### config.mk
export PLATFORM = sky130hd
export DESIGN_NAME = comp_share_arb
export DESIGN_NICKNAME = d
export VERILOG_FILES = /design/src/rtl/comp_share_arb_pkg.sv /design/src/rtl/comp_share_arb_core.sv /design/src/rtl/comp_share_arb.sv
export SDC_FILE = /design/constraint.sdc
export NUM_CORES = 1
export LEC_CHECK = 0
export ABC_AREA = 1
export BUFFER_PORTS_ARGS = -buffer_cell sky130_fd_sc_hd__clkbuf_2
export CORE_MARGIN = 2
export CORE_UTILIZATION = 51
export CTS_CLUSTER_SIZE = 10
export DETAILED_ROUTE_END_ITERATION = 7
export GPL_TIMING_DRIVEN = 0
export PLACE_DENSITY = 0.85
export SETUP_SLACK_MARGIN = 0.4
export SLEW_MARGIN = 20
export SYNTH_ARGS = -nofsm -noshare
export SYNTH_HDL_FRONTEND = slang
export SYNTH_SLANG_ARGS = --single-unit
### constraint.sdc
create_clock -name clk -period 1.91 [get_ports clk]
set_input_delay 0.0955 -clock clk [delete_from_list [all_inputs] [get_ports clk]]
set_output_delay 0.0955 -clock clk [all_outputs]
set_load 0.02 [all_outputs]
### src/rtl/comp_share_arb_pkg.sv
// -----------------------------------------------------------------------------
// comp_share_arb_pkg
// Shared definitions for the comparator-sharing arbiter:
//   - state_t   : arbiter FSM encoding (IDLE / EVAL / RESP)
//   - idw_calc  : width of a requester index, never less than one bit
// -----------------------------------------------------------------------------
package comp_share_arb_pkg;

    typedef enum logic [1:0] {
        IDLE = 2'd0,
        EVAL = 2'd1,
        RESP = 2'd2
    } state_t;

    // Index width for n requesters; a single requester still needs a 1-bit id.
    function automatic int idw_calc(input int n);
        int w;
        w = $clog2(n);
        if (w < 1) begin
            w = 1;
        end else begin
            w = w;
        end
        return w;
    endfunction

endpackage

### src/rtl/comp_share_arb_core.sv
// -----------------------------------------------------------------------------
// comp_core
// Purely combinational unsigned magnitude comparator; the single shared
// datapath behind comp_share_arb.
// Ports:
//   a, b   : WIDTH-bit unsigned operands
//   gt     : a >  b
//   eq     : a == b
//   lt     : a <  b
// Exactly one of gt/eq/lt is high for any operand pair.
// -----------------------------------------------------------------------------
module comp_core #(
    parameter int WIDTH = 4
) (
    input  logic [WIDTH-1:0] a,
    input  logic [WIDTH-1:0] b,
    output logic             gt,
    output logic             eq,
    output logic             lt
);

    // Operands are compared at their native width, so the compare is unsigned.
    always_comb begin
        gt = (a > b);
        eq = (a == b);
        lt = (a < b);
    end

endmodule

### src/rtl/comp_share_arb.sv
// -----------------------------------------------------------------------------
// comp_share_arb
// Shares one unsigned comparator (comp_core) among NREQ requesters. A
// round-robin arbiter picks one requester in IDLE, captures its operands,
// evaluates them in EVAL and presents a tagged gt/eq/lt result in RESP until
// the consumer accepts it.
// Ports:
//   clk        : clock, rising edge
//   rst        : synchronous active-high reset
//   req        : per-requester request
//   a_in, b_in : packed operands, requester i in bits [i*WIDTH +: WIDTH]
//   gnt        : one-hot grant, high for the EVAL cycle only
//   rsp_valid  : result available
//   rsp_ready  : consumer accepts the result
//   rsp_id     : index of the requester the result belongs to
//   gt/eq/lt   : relation of captured A to captured B (qualify with rsp_valid)
//   busy       : high whenever the arbiter is not IDLE
// All outputs are registered.
// -----------------------------------------------------------------------------
module comp_share_arb
    import comp_share_arb_pkg::*;
#(
    parameter int WIDTH = 4,
    parameter int NREQ  = 4
) (
    input  logic                        clk,
    input  logic                        rst,
    input  logic [NREQ-1:0]             req,
    input  logic [NREQ*WIDTH-1:0]       a_in,
    input  logic [NREQ*WIDTH-1:0]       b_in,
    output logic [NREQ-1:0]             gnt,
    output logic                        rsp_valid,
    input  logic                        rsp_ready,
    output logic [idw_calc(NREQ)-1:0]   rsp_id,
    output logic                        gt,
    output logic                        eq,
    output logic                        lt,
    output logic                        busy
);

    localparam int IDW = idw_calc(NREQ);

    state_t                 state_r;
    state_t                 state_nxt_s;
    logic [IDW-1:0]         ptr_r;
    logic [IDW-1:0]         id_r;
    logic [WIDTH-1:0]       a_r;
    logic [WIDTH-1:0]       b_r;
    logic [WIDTH-1:0]       a_arr_s [NREQ];
    logic [WIDTH-1:0]       b_arr_s [NREQ];
    logic [IDW-1:0]         win_id_s;
    logic                   win_found_s;
    logic [NREQ-1:0]        grant_vec_s;
    logic                   grant_en_s;
    logic                   eval_en_s;
    logic                   accept_s;
    logic                   core_gt_s;
    logic                   core_eq_s;
    logic                   core_lt_s;

    // Unpack the flat operand buses into per-requester views.
    for (genvar g = 0; g < NREQ; g++) begin : g_unpack
        assign a_arr_s[g] = a_in[g*WIDTH +: WIDTH];
        assign b_arr_s[g] = b_in[g*WIDTH +: WIDTH];
    end

    // Round-robin search: first set req bit at or above ptr_r, wrapping to 0.
    always_comb begin
        int idx_v;
        idx_v       = 0;
        win_found_s = 1'b0;
        win_id_s    = '0;
        for (int k = 0; k < NREQ; k++) begin
            idx_v = int'(ptr_r) + k;
            if (idx_v >= NREQ) begin
                idx_v = idx_v - NREQ;
            end else begin
                idx_v = idx_v;
            end
            if (!win_found_s && req[IDW'(idx_v)]) begin
                win_found_s = 1'b1;
                win_id_s    = IDW'(idx_v);
            end else begin
                win_found_s = win_found_s;
                win_id_s    = win_id_s;
            end
        end
    end

    // One-hot decode of the winner for the grant output.
    always_comb begin
        grant_vec_s = '0;
        for (int i = 0; i < NREQ; i++) begin
            grant_vec_s[i] = (win_id_s == IDW'(i));
        end
    end

    // Shared comparator sees only the captured operands.
    comp_core #(
        .WIDTH (WIDTH)
    ) u_core (
        .a  (a_r),
        .b  (b_r),
        .gt (core_gt_s),
        .eq (core_eq_s),
        .lt (core_lt_s)
    );

    // FSM state register.
    always_ff @(posedge clk) begin
        if (rst) begin
            state_r <= IDLE;
        end else begin
            state_r <= state_nxt_s;
        end
    end

    // FSM next-state logic; req is only looked at in IDLE.
    always_comb begin
        state_nxt_s = state_r;
        case (state_r)
            IDLE: begin
                if (|req) begin
                    state_nxt_s = EVAL;
                end else begin
                    state_nxt_s = IDLE;
                end
            end
            EVAL: begin
                state_nxt_s = RESP;
            end
            RESP: begin
                if (rsp_ready) begin
                    state_nxt_s = IDLE;
                end else begin
                    state_nxt_s = RESP;
                end
            end
            default: begin
                state_nxt_s = IDLE;
            end
        endcase
    end

    // FSM output decode: strobes that steer the registered datapath.
    always_comb begin
        grant_en_s = 1'b0;
        eval_en_s  = 1'b0;
        accept_s   = 1'b0;
        case (state_r)
            IDLE: begin
                grant_en_s = win_found_s;
            end
            EVAL: begin
                eval_en_s = 1'b1;
            end
            RESP: begin
                accept_s = rsp_ready;
            end
            default: begin
                grant_en_s = 1'b0;
            end
        endcase
    end

    // Grant edge: latch winner and its operands; the grant pulse spans EVAL.
    always_ff @(posedge clk) begin
        if (rst) begin
            id_r <= '0;
            a_r  <= '0;
            b_r  <= '0;
            gnt  <= '0;
        end else if (grant_en_s) begin
            id_r <= win_id_s;
            a_r  <= a_arr_s[win_id_s];
            b_r  <= b_arr_s[win_id_s];
            gnt  <= grant_vec_s;
        end else if (eval_en_s) begin
            gnt  <= '0;
        end else begin
            gnt  <= gnt;
        end
    end

    // Response registers: loaded at the end of EVAL, held through back-pressure.
    // The flags are intentionally not cleared on accept.
    always_ff @(posedge clk) begin
        if (rst) begin
            rsp_valid <= 1'b0;
            rsp_id    <= '0;
            gt        <= 1'b0;
            eq        <= 1'b0;
            lt        <= 1'b0;
        end else if (eval_en_s) begin
            rsp_valid <= 1'b1;
            rsp_id    <= id_r;
            gt        <= core_gt_s;
            eq        <= core_eq_s;
            lt        <= core_lt_s;
        end else if (accept_s) begin
            rsp_valid <= 1'b0;
        end else begin
            rsp_valid <= rsp_valid;
        end
    end

    // Round-robin pointer moves past the served requester on accept only.
    always_ff @(posedge clk) begin
        if (rst) begin
            ptr_r <= '0;
        end else if (accept_s) begin
            if (id_r == IDW'(NREQ - 1)) begin
                ptr_r <= '0;
            end else begin
                ptr_r <= id_r + IDW'(1);
            end
        end else begin
            ptr_r <= ptr_r;
        end
    end

    // busy mirrors the state the FSM is entering, so it is registered too.
    always_ff @(posedge clk) begin
        if (rst) begin
            busy <= 1'b0;
        end else begin
            busy <= (state_nxt_s != IDLE);
        end
    end

endmodule

# Word-level counts from Yosys, hierarchy flattened
# Cells that the tools add are included.
# totals
regBits	25
input_bits	39
# classes
n_addsub	8
n_eq_ne	7
mux	41
n_bitwise	1
order_cmp	11
reduce_logical	12
# op_table
operator	count
2-to-1 mux 4 bit	6
2-to-1 mux 2 bit	10
2-to-1 mux 1 bit	18
binary-select mux 4 bit (select 2 bit)	2
less-than comparator 2 x 4 -> 1 bit, second input constant	4
>= comparator 3 bit, second input constant	4
binary-select mux 1 bit (select 2 bit)	4
equality test 2 bit, second input constant	4
subtractor 2 x 1 -> 2 bit, second input constant	4
adder 2 x 2 -> 3 bit, second input constant	2
one-hot mux 2 bit (3 select lines)	1
nonzero test 2 bit	3
equality test 2 x 1 -> 1 bit, second input constant	2
equality test 4 bit	1
greater-than comparator 4 bit	1
zero test 2 bit	2
less-than comparator 4 bit	1
OR reduction 4 bit	1
adder 2 x 1 -> 3 bit, second input constant	1
>= comparator 2 x 3 -> 1 bit, second input constant	1
logical AND 1 bit	3
zero test 1 bit	3
NOT 2 -> 3 bit	1
adder 2 x 1 -> 2 bit, second input constant	1

# Longest topological paths before layout
# Gate-level depths: netlist of the first run.
# depth
depth_word	19
depth_mapped	16
ltp_nobuf	15

# By module
# Synthesis of the first run repeated with hierarchy kept, for this count alone.
# unflattened
cells_unflattened	259
area_unflattened_um2	1694.1
# by_module_without_submodules
module	instances	cells_per_inst	seq_area_each_um2	area_per_inst_um2
comp_share_arb	1	239	500.5	1579.0
comp_core	1	20	0.0	115.1

# Worst setup path after synthesis of the first run
# No wires, ideal clock.
# synth_timing
path_type	register to register
from	register ptr_r[0]
to	register a_r[0]
t_arrival_ps	1451
setup_slack_ps	350
stages_incl_launch_ff	14
t_required_ps	1801
setup_ps	109
n_path_buf	2
period_less_slack_ps	1560
path_cell_list	dfxtp_1 buf_6 nand2_1 nand2_2 nand2_2 nand2_2 nand2_2 nand3_2 nand3_2 buf_4 o211ai_2 nand3_1 nand2_1 inv_1
# synth_between
elab_chain_cells	19
elab_cells_between_ends	46
# synth_lines
element	line_no	rtl
from (decl)	comp_share_arb.sv:45	logic [IDW-1:0] ptr_r;
from (signal assigned)	comp_share_arb.sv:215	ptr_r <= id_r + IDW'(1);
from (signal assigned)	comp_share_arb.sv:218	ptr_r <= ptr_r;
parallel branches: the longest is 19 deep, another holds adder 2 x 1 -> 3 bit	-	
to (signal assigned)	comp_share_arb.sv:175	a_r <= a_arr_s[win_id_s];
to (decl)	comp_share_arb.sv:47	logic [WIDTH-1:0] a_r;
# Several ways; the timed one is not identified. The select of a mux whose other input is x is not followed.
# A chain may end at the register's enable or synchronous reset.

# Worst setup path after layout of the first run
# layout_timing
from	register ptr_r[0]
to	register b_r[3]
# layout_between
elab_chain_cells	19
elab_cells_between_ends	46
# layout_lines
element	line_no	rtl
parallel branches: the longest is 19 deep, another holds adder 2 x 1 -> 3 bit	-	
to (signal assigned)	comp_share_arb.sv:176	b_r <= b_arr_s[win_id_s];
to (decl)	comp_share_arb.sv:48	logic [WIDTH-1:0] b_r;
# Several ways; the timed one is not identified. The select of a mux whose other input is x is not followed.

==> results of run 1 <==
## sequential cells by signal, summed over array words and instances, names as in the netlist, 2 cells and up
name	cells
state_r	2
rsp_id	2
a_r	4
b_r	4
id_r	2
ptr_r	2
gnt	4
## area by class of cell
type | count | area share
tap | 44 | 0.0241
multi-input combinational | 180 | 0.473
clock buffer | 3 | 0.00987
clock inverter | 1 | 0.00329
buffer | 8 | 0.0334
timing repair buffer | 61 | 0.161
inverter | 42 | 0.0735
sequential | 25 | 0.223
## layer usage
layer,part of all wire,vias to the layer above,global-route usage
met2,0.52,77,0.419
li1,-,939,-
met3,0.058,13,0.0277
met1,0.39,846,0.275
met4,0.025,0,0.0984
met5,0,-,0
## cell usage in the layout (no fill, tap or decap), types with 3 or more instances in the layout
cell type	synthesis	layout
clkbuf_4	0	3
nand4_1	5	5
clkbuf_2	0	48
dfxtp_1	25	23
o211ai_2	6	6
inv_2	6	3
nand2_1	77	62
ha_1	5	5
nand3_1	23	17
o21ai_0	8	8
buf_6	2	6
nand2_4	0	11
nand3_4	0	4
nand3_2	3	5
a21oi_1	15	14
nor2_1	24	22
inv_1	36	36
buf_4	3	8
nand2_2	7	11
## power groups by stage
stage / registers (mW) / clock network, mW / logic (mW)
after floorplan: 0.665 / 0 / 0.430
after global placement: 0.635 / 0 / 0.611
after detailed placement: 0.637 / 0 / 0.622
after CTS: 0.625 / 0.252 / 0.677
after global routing: 0.637 / 0.266 / 0.867
final: 0.627 / 0.249 / 0.787
## through the flow
stage	area, µm²	power (mW)
after floorplan	1640	1.10
after global placement	1940	1.25
after detailed placement	1940	1.26
after CTS	2050	1.55
after global routing	2280	1.77
final	2280	1.66
## cell families (layout without fill, tap and decap cells)
family          after synthesis  after routing  share of synthesized area
buf+inv                      50            115                      0.133
fa+ha+maj                     5              5                     0.0386
compound gates               34             34                      0.140
flops                        25             25                      0.309
simple gates                141            141                      0.380
## worst register-to-register path, delay by kind of cell (launching register included)
| kind | cells | cell delay (ns) |
|---|---|---|
| AND/OR/NAND/NOR | 7 | 0.63 |
| flip-flops | 1 | 0.42 |
| buffers and inverters | 3 | 0.39 |
| AO/OA/AOI/OAI | 1 | 0.23 |
## worst min path at each step
| stage | from | end | cells past startpoint |
|---|---|---|---|
| final | rsp_ready | state_r[1] | 4 |
| after global routing | rsp_ready | state_r[1] | 4 |
| after CTS | rsp_ready | state_r[1] | 4 |
| after detailed placement | rsp_ready | state_r[1] | 4 |
| after global placement | a_in[11] | a_r[3] | 5 |
| after floorplan | rsp_ready | state_r[1] | 3 |
## timing repair
action                     in CTS  in global routing
pin swaps                       1                 21
buffers inserted                4                  6
gates cloned                    2                  1
resized for setup               7                 46
setup endpoints to repair      13                 16
hold endpoints to repair        0                  0
==> impl_metrics.py, run 1 <==
metrics = {
    "status": {
        "status": "completed",
    },
    "sta": {
        "timing.final.crit_period_ns": 1.76,
        "hold_viol_final": 0,
        "fin_tns_setup_ns": 0,
        "finClkSkew_ns": 0.00584,
        "finalCritPeriodShare": 0.923,
        "max-slew-margin-rel": 0.674,
        "setup_slack_ns": 0.146,
        "whs_ns": 0.0477,
        "setup_viol": 0,
        "tightest_slew_ns": 0.489,
        "rsz0062_at_grt": "true",
        "fmax_mhz": 567,
        "drv_slew": 0,
    },
    "final_layout": {
        "area_growth_pct": 40.7,
        "multi_input_area_um2": 1080,
        "layout.area.seq_um2": 508,
        "stdcell_count": 364,
        "insertedDiodeCount": 0,
        "nNetsFinal": 365,
        "layout-drive-gt1-share": 0.384,
        "fin_util": 0.754,
        "nFillCells": 246,
    },
    "clock_network": {
        "cts_htree_levels": 1,
        "numCtsBuffers": 3,
        "cts_max_path_buffers": 2,
        "clk_latency_ns": 0.33,
        "clk_pin_slew_worst_paths_ns": 0.14,
        "clock-sinks": 25,
        "hold_buffers": 0,
        "root_buffer": "clkbuf_4",
        "cts_tree": "done",
    },
    "power": {
        "vdd_drop_max_v": 0.000376,
        "intPower_mw": 0.997,
        "switchingPower_mw": 0.667,
        "swShare": 0.401,
        "p_leak_nw": 1.27,
        "clock_power_share": 0.150,
        "pwr-share-seq": 0.377,
        "powerDensity_nw_per_um2": 729,
        "combinationalPowerShare": 0.473,
    },
    "critical_path": {
        "cp_slowest_cell": "dfxtp_4",
        "worstSetupStartpointType": "flop",
        "r2r_slack_ns": 0.15,
        "worst_setup_path_end_kind": "flop",
        "crit-reg2reg-launch": "ptr_r[0]",
        "crit_end": "b_r[3]",
        "cp.required_ns": 2.13,
        "crit_cells": 11,
        "cp_cell_sequence": "buf_8, nand2_4, nand3_2, inv_1, a31oi_2, nand3_4, buf_6, nand4_1, nand3_1, nor2_1, nor2_1",
        "worstReg2RegEnd": "b_r[3]",
        "cp-startpoint": "ptr_r[0]",
        "rr_worst_depth": 11,
        "crit_fanout": 10,
        "critical-path-top-delay-family": "simple AND/OR/NAND/NOR gates",
        "cp_num_buf_inv": 3,
        "crit_top_cell": "nor2_1",
        "crit_type": "reg2reg",
        "crit_arrival_ns": 1.99,
        "cp_slowest_stage_delay_ns": 0.42,
    },
    "global_routing": {
        "grt_pass1_wl_mm": 6.53,
        "grt_overflow_total": 0,
        "grt_use_total": 0.232,
        "grt_pass1_vias": 1655,
        "antenna_found_initial": 0,
        "grt_max_degree": 16,
    },
    "yosys": {
        "synth-async-reset-ratio": 0,
        "synth_area_um2": 1620,
        "yosysWarnings": 0,
        "synth_top_area_cell": "dfxtp_1",
        "synth-edff-count": 0,
        "yosys.cell_types.count": 24,
        "synth_cells": 255,
        "yosysSeqAreaShare": 0.309,
        "ys_ff_latch": 25,
        "synth.area.top_cells": "dfxtp_1 (31%), nand2_1 (18%), inv_1 (8.3%)",
        "synthTopCellsByCount": "nand2_1 (77), inv_1 (36), dfxtp_1 (25)",
        "syn_nets": 299,
        "synth.most_common_cell": "nand2_1",
        "ys.flop_type": "dfxtp_1",
        "synth_area_per_cell_um2": 6.36,
        "yosysTopAreaCellShare": 0.309,
    },
    "placed_design": {
        "placed_cells": 347,
        "port-buffer-count": 48,
        "place_congestion": 0.859,
        "hpwl_mm": 2.89,
        "pre_cts_slack_ns": 0.167,
    },
    "routing": {
        "antenna_left": 0,
        "drt_iter0_drc": 110,
        "vias_per_cell": 5.15,
        "firstDrtPassIters": 4,
        "via_count": 1875,
        "drc": 0,
        "wl_per_cell_um": 12.4,
        "routed_wl_mm": 4.52,
    },
    "die": {
        "dieHeight_um": 60.4,
        "core_um2": 3030,
        "die_area_um2": 3650,
        "ios": 50,
        "initial_core_util": 0.536,
        "rows": 20,
        "die_x_um": 60.4,
    },
    "hold_path": {
        "hold_path_class": "in2reg",
    },
    "job": {
        "drv_cap": 0,
    },
}
Power figures use the tool's default switching activity.
==> run 2: changes to the inputs <==
Settings changed: CAP_MARGIN set to 20, CELL_PAD_IN_SITES_DETAIL_PLACEMENT set to 1, CELL_PAD_IN_SITES_GLOBAL_PLACEMENT set to 1, CORE_UTILIZATION 51 to 34, PLACE_DENSITY 0.85 to 0.83.
==> run 2 against run 1 <==
Sequential power up 1%; critical path type unchanged; first-iteration DRC count down 25%; sequential share of layout area down 1.8 points.
==> impl_metrics.py, run 2 (same netlist as run 1, synthesis figures left out) <==
metrics = {
    "sta": {
        "fmax_mhz": 531,
        "finalCritPeriodShare": 0.987,
        "drv_slew": 0,
        "tightest_slew_ns": 0.580,
        "rsz0062_at_grt": "true",
        "setup_slack_ns": 0.0254,
        "max-slew-margin-rel": 0.614,
        "timing.final.crit_period_ns": 1.88,
        "setup_viol": 0,
        "finClkSkew_ns": 0.00422,
        "hold_viol_final": 0,
    },
    "routing": {
        "wl_met2_mm": 3.28,
        "antenna_left": 0,
        "wl_per_cell_um": 16.7,
        "route.met3.wl_um": 241,
        "routed_wl_mm": 6.26,
        "top_layer_used": "met4",
        "via_count": 1942,
        "vias_per_cell": 5.18,
        "wl_met1_mm": 2.55,
        "firstDrtPassIters": 4,
        "drt_iter0_drc": 83,
        "drc": 0,
    },
    "critical_path": {
        "crit_type": "reg2reg",
        "worst_setup_path_end_kind": "flop",
        "cp.required_ns": 2.06,
        "crit_arrival_ns": 2.04,
        "crit_fanout": 10,
        "worstSetupStartpointType": "flop",
    },
    "power": {
        "switchingPower_mw": 0.772,
        "power.total_mw": 1.87,
        "pwr-share-seq": 0.339,
        "p_leak_nw": 1.33,
        "swShare": 0.413,
        "combinationalPowerShare": 0.483,
        "intPower_mw": 1.10,
        "powerDensity_nw_per_um2": 753,
        "clock_power_share": 0.178,
        "vdd_drop_max_v": 0.000279,
    },
    "global_routing": {
        "grt_pass1_vias": 1903,
        "grt_use_total": 0.208,
        "grt_max_degree": 15,
        "grt_pass1_wl_mm": 8.65,
        "grt_overflow_total": 0,
        "antenna_found_initial": 0,
    },
    "die": {
        "die_x_um": 73.1,
        "core_um2": 4660,
        "die_area_um2": 5340,
        "dieHeight_um": 73.1,
        "rows": 25,
        "initial_core_util": 0.348,
        "ios": 50,
    },
    "clock_network": {
        "cts_tree": "done",
        "numCtsBuffers": 3,
        "cts_max_path_buffers": 2,
        "clk_pin_slew_worst_paths_ns": 0.10,
        "clk_latency_ns": 0.28,
        "cts_htree_levels": 1,
        "clock-sinks": 25,
        "root_buffer": "clkbuf_8",
    },
    "placed_design": {
        "port-buffer-count": 48,
        "pre_cts_slack_ns": 0.107,
        "placed_cells": 357,
        "place_area_um2": 1950,
        "place_congestion": 0.769,
        "hpwl_mm": 3.69,
    },
    "final_layout": {
        "nFillCells": 597,
        "multi_input_area_um2": 1220,
        "design_area_um2": 2480,
        "final_cell_mix": "nand2_1 (55), clkbuf_2 (48), inv_1 (35)",
        "final_common_cell": "nand2_1",
        "nNetsFinal": 366,
        "insertedDiodeCount": 0,
        "largestRegisters": "a_r x4, b_r x4, gnt x4",
        "stdcell_count": 375,
        "area_growth_pct": 53.2,
        "layout-drive-gt1-share": 0.439,
        "layout.area.seq_um2": 508,
    },
    "status": {
        "status": "completed",
    },
    "job": {
        "drv_cap": 0,
    },
    "hold_path": {
        "hold_path_class": "in2reg",
    },
}
[run 2: power by group through the flow]
stage / logic (mW) / registers (mW) / clock network (mW)
after floorplan: 0.430 / 0.665 / 0
after global placement: 0.630 / 0.637 / 0
after detailed placement: 0.648 / 0.640 / 0
after CTS: 0.737 / 0.628 / 0.323
after global routing: 0.995 / 0.641 / 0.357
final: 0.903 / 0.634 / 0.334
[run 2: what timing repair did]
| item | CTS | global route |
|---|---|---|
| pin swaps | 6 | 24 |
| gates resized for setup | 22 | 65 |
| cloned | 0 | 1 |
| hold buffers | 0 | 0 |
| endpoints found under the setup margin | 14 | 15 |
| setup buffers | 9 | 4 |
[run 2: path summary, 6_finish.rpt]
| path | start | endpoint | slack [ns] | cells past startpoint |
|---|---|---|---|---|
| worst max-delay path | ptr_r[0] | a_r[3] | 0.03 | 13 |
| worst min-delay path | rsp_ready | state_r[1] | 0.13 | 4 |
| worst max register to register | ptr_r[0] | a_r[3] | 0.03 | 13 |
| worst min register to register | rsp_valid | rsp_valid | 0.47 | 2 |
[run 2: area by class of cell]
cell class	count	area share
Buffer	8	0.0327
Clock buffer	3	0.0166
Clock inverter	1	0.00202
Inverter	42	0.0685
Multi-Input combinational cell	180	0.490
Sequential cell	25	0.205
Tap cell	54	0.0272
Timing Repair Buffer	62	0.159
[run 2: worst max-delay path: stages (launching register included)]
cell     delay, ns
dfxtp_4       0.39
buf_12        0.16
nand2_8       0.07
nand3_4       0.10
nand2_2       0.08
nand2_4       0.10
nand2_1       0.09
nand2_1       0.13
nand3_4       0.12
buf_6         0.19
nand3_1       0.10
nand3_2       0.09
nor2_2        0.11
nor2_1        0.04
[run 2: metrics by stage]
step	hold WS (ns)	utilization	TNS [ns]
global route	0.197	0.533	-0.494
global placement	0.425	0.418	0
CTS	0.142	0.463	0
finish	0.133	0.533	0
floorplan	0.297	-	0
detailed placement	0.435	0.418	0
[run 2: layer usage]
layer | global-route usage | vias to the layer above
met5 | 0 | -
met4 | 0.0576 | 0
met3 | 0.0249 | 19
met2 | 0.397 | 54
met1 | 0.238 | 926
li1 | - | 943
==> run 3: changes to the inputs <==
Settings changed: SETUP_SLACK_MARGIN 0.4 to 0.05.
==> run 3 against run 2 <==
Setup slack better by 0.058 ns; largest cell class unchanged; sequential share of layout area up 2.2 points; first-iteration DRC count down 34%; highest routed layer unchanged; critical path depth up 1; utilization down 5.2 points; die area unchanged; largest power group unchanged; clock power about the same; hold slack worse by 0.013 ns; non-clock buffer count down 7; final area down 9.8%; clock skew up 0.0011 ns; via count down 6.9%.
==> impl_metrics.py, run 3 (same netlist as run 1, synthesis figures left out) <==
metrics = {
    "status": {
        "status": "completed",
    },
    "critical_path": {
        "cp.required_ns": 2.09,
        "crit_arrival_ns": 2.01,
        "r2r_slack_ns": 0.08,
        "worst_setup_path_end_kind": "flop",
        "worstSetupStartpointType": "flop",
        "crit_fanout": 6,
        "crit_type": "reg2reg",
    },
    "final_layout": {
        "nNetsFinal": 359,
        "largestRegisters": "a_r x4, b_r x4, gnt x4",
        "insertedDiodeCount": 0,
        "area_growth_pct": 38.2,
        "final_common_cell": "nand2_1",
        "layout-drive-gt1-share": 0.376,
        "stdcell_count": 368,
        "nFillCells": 621,
        "design_area_um2": 2240,
        "final_cell_mix": "nand2_1 (63), clkbuf_2 (48), inv_1 (36)",
    },
    "job": {
        "drv_cap": 0,
    },
    "die": {
        "rows": 25,
        "ios": 50,
        "die_x_um": 73.1,
        "dieHeight_um": 73.1,
        "initial_core_util": 0.348,
        "core_um2": 4660,
        "die_area_um2": 5340,
    },
    "global_routing": {
        "grt_max_degree": 16,
        "grt_pass1_vias": 1784,
        "grt_use_total": 0.192,
        "grt_pass1_wl_mm": 8.05,
        "antenna_found_initial": 0,
        "grt_overflow_total": 0,
    },
    "sta": {
        "finClkSkew_ns": 0.00533,
        "setup_slack_ns": 0.0837,
        "rsz0062_at_grt": "true",
        "setup_viol": 0,
        "fmax_mhz": 548,
        "drv_slew": 0,
        "whs_ns": 0.120,
        "hold_viol_final": 0,
        "finalCritPeriodShare": 0.956,
        "max-slew-margin-rel": 0.680,
        "timing.final.crit_period_ns": 1.83,
        "tightest_slew_ns": 0.481,
    },
    "routing": {
        "routed_wl_mm": 5.15,
        "vias_per_cell": 4.91,
        "wl_per_cell_um": 14.0,
        "drc": 0,
        "via_count": 1808,
        "drt_iter0_drc": 55,
        "antenna_left": 0,
        "firstDrtPassIters": 4,
    },
    "power": {
        "powerDensity_nw_per_um2": 770,
        "swShare": 0.396,
        "clock_power_share": 0.192,
        "pwr-share-seq": 0.366,
        "p_leak_nw": 1.20,
        "power.total_mw": 1.73,
        "switchingPower_mw": 0.684,
        "vdd_drop_max_v": 0.000270,
        "intPower_mw": 1.04,
        "combinationalPowerShare": 0.442,
    },
    "placed_design": {
        "place_congestion": 0.748,
        "port-buffer-count": 48,
        "hpwl_mm": 3.65,
        "place_area_um2": 1930,
        "pre_cts_slack_ns": 0.103,
        "placed_cells": 357,
    },
    "clock_network": {
        "clk_pin_slew_worst_paths_ns": 0.10,
        "clock-sinks": 25,
        "numCtsBuffers": 3,
        "cts_tree": "done",
        "root_buffer": "clkbuf_8",
        "cts_htree_levels": 1,
        "clk_latency_ns": 0.28,
        "cts_max_path_buffers": 2,
    },
    "hold_path": {
        "hold_path_class": "in2reg",
    },
}
[run 3: area by class of cell]
| type | count | area, µm² | area share |
|---|---|---|---|
| Buffer | 8 | 81.3 | 0.0363 |
| Sequential cell | 25 | 508 | 0.227 |
| Clock inverter | 1 | 7.51 | 0.00335 |
| Tap cell | 54 | 67.6 | 0.0302 |
| Inverter | 42 | 170 | 0.0759 |
| Multi-Input combinational cell | 180 | 1060 | 0.472 |
| Clock buffer | 3 | 41.3 | 0.0184 |
| Timing Repair Buffer | 55 | 308 | 0.137 |
[run 3: timing repair]
action,CTS,global route
hold buffers,0,0
resized for setup,0,52
endpoints found under the setup margin,0,9
setup buffers,0,4
[run 3: stage by stage]
step	TNS (ns)	util
2_1_floorplan	0	-
3_3_place_gp	0	0.414
3_5_place_dp	0	0.414
4_1_cts	0	0.424
5_1_grt	-0.0277	0.481
6_report	0	0.481
[run 3: final timing paths]
check | depth (start not counted) | start | end
worst max-delay path | 14 | ptr_r[0] | b_r[2]
worst min-delay path | 4 | rsp_ready | state_r[1]
worst max register to register | 14 | ptr_r[0] | b_r[2]
worst min register to register | 2 | rsp_valid | rsp_valid
[run 3: metal layers]
| layer | track usage | wire length [µm] |
|---|---|---|
| met5 | 0 | 0 |
| met4 | 0.0494 | 62 |
| met3 | 0.0276 | 229 |
| met2 | 0.339 | 2710 |
| met1 | 0.243 | 2140 |
[run 3: critical path, cell delays in order, from the launching register on]
cell and delay (ns):
dfxtp_4 0.37, buf_6 0.14, nand2_4 0.06, nand2_4 0.06, nand2_2 0.07, nand2_2 0.08, nand2_4 0.10, nand2_2 0.06
nand2_2 0.08, nand3_4 0.13, buf_12 0.19, o211ai_2 0.15, nand3_1 0.09, nand2_1 0.08, inv_1 0.04
[run 3: power groups by stage]
stage | combinational (mW) | clock [mW] | sequential, mW
finish | 0.763 | 0.332 | 0.632
global route | 0.855 | 0.373 | 0.641
CTS | 0.643 | 0.337 | 0.630
detailed placement | 0.637 | 0 | 0.641
global placement | 0.617 | 0 | 0.639
floorplan | 0.421 | 0 | 0.665
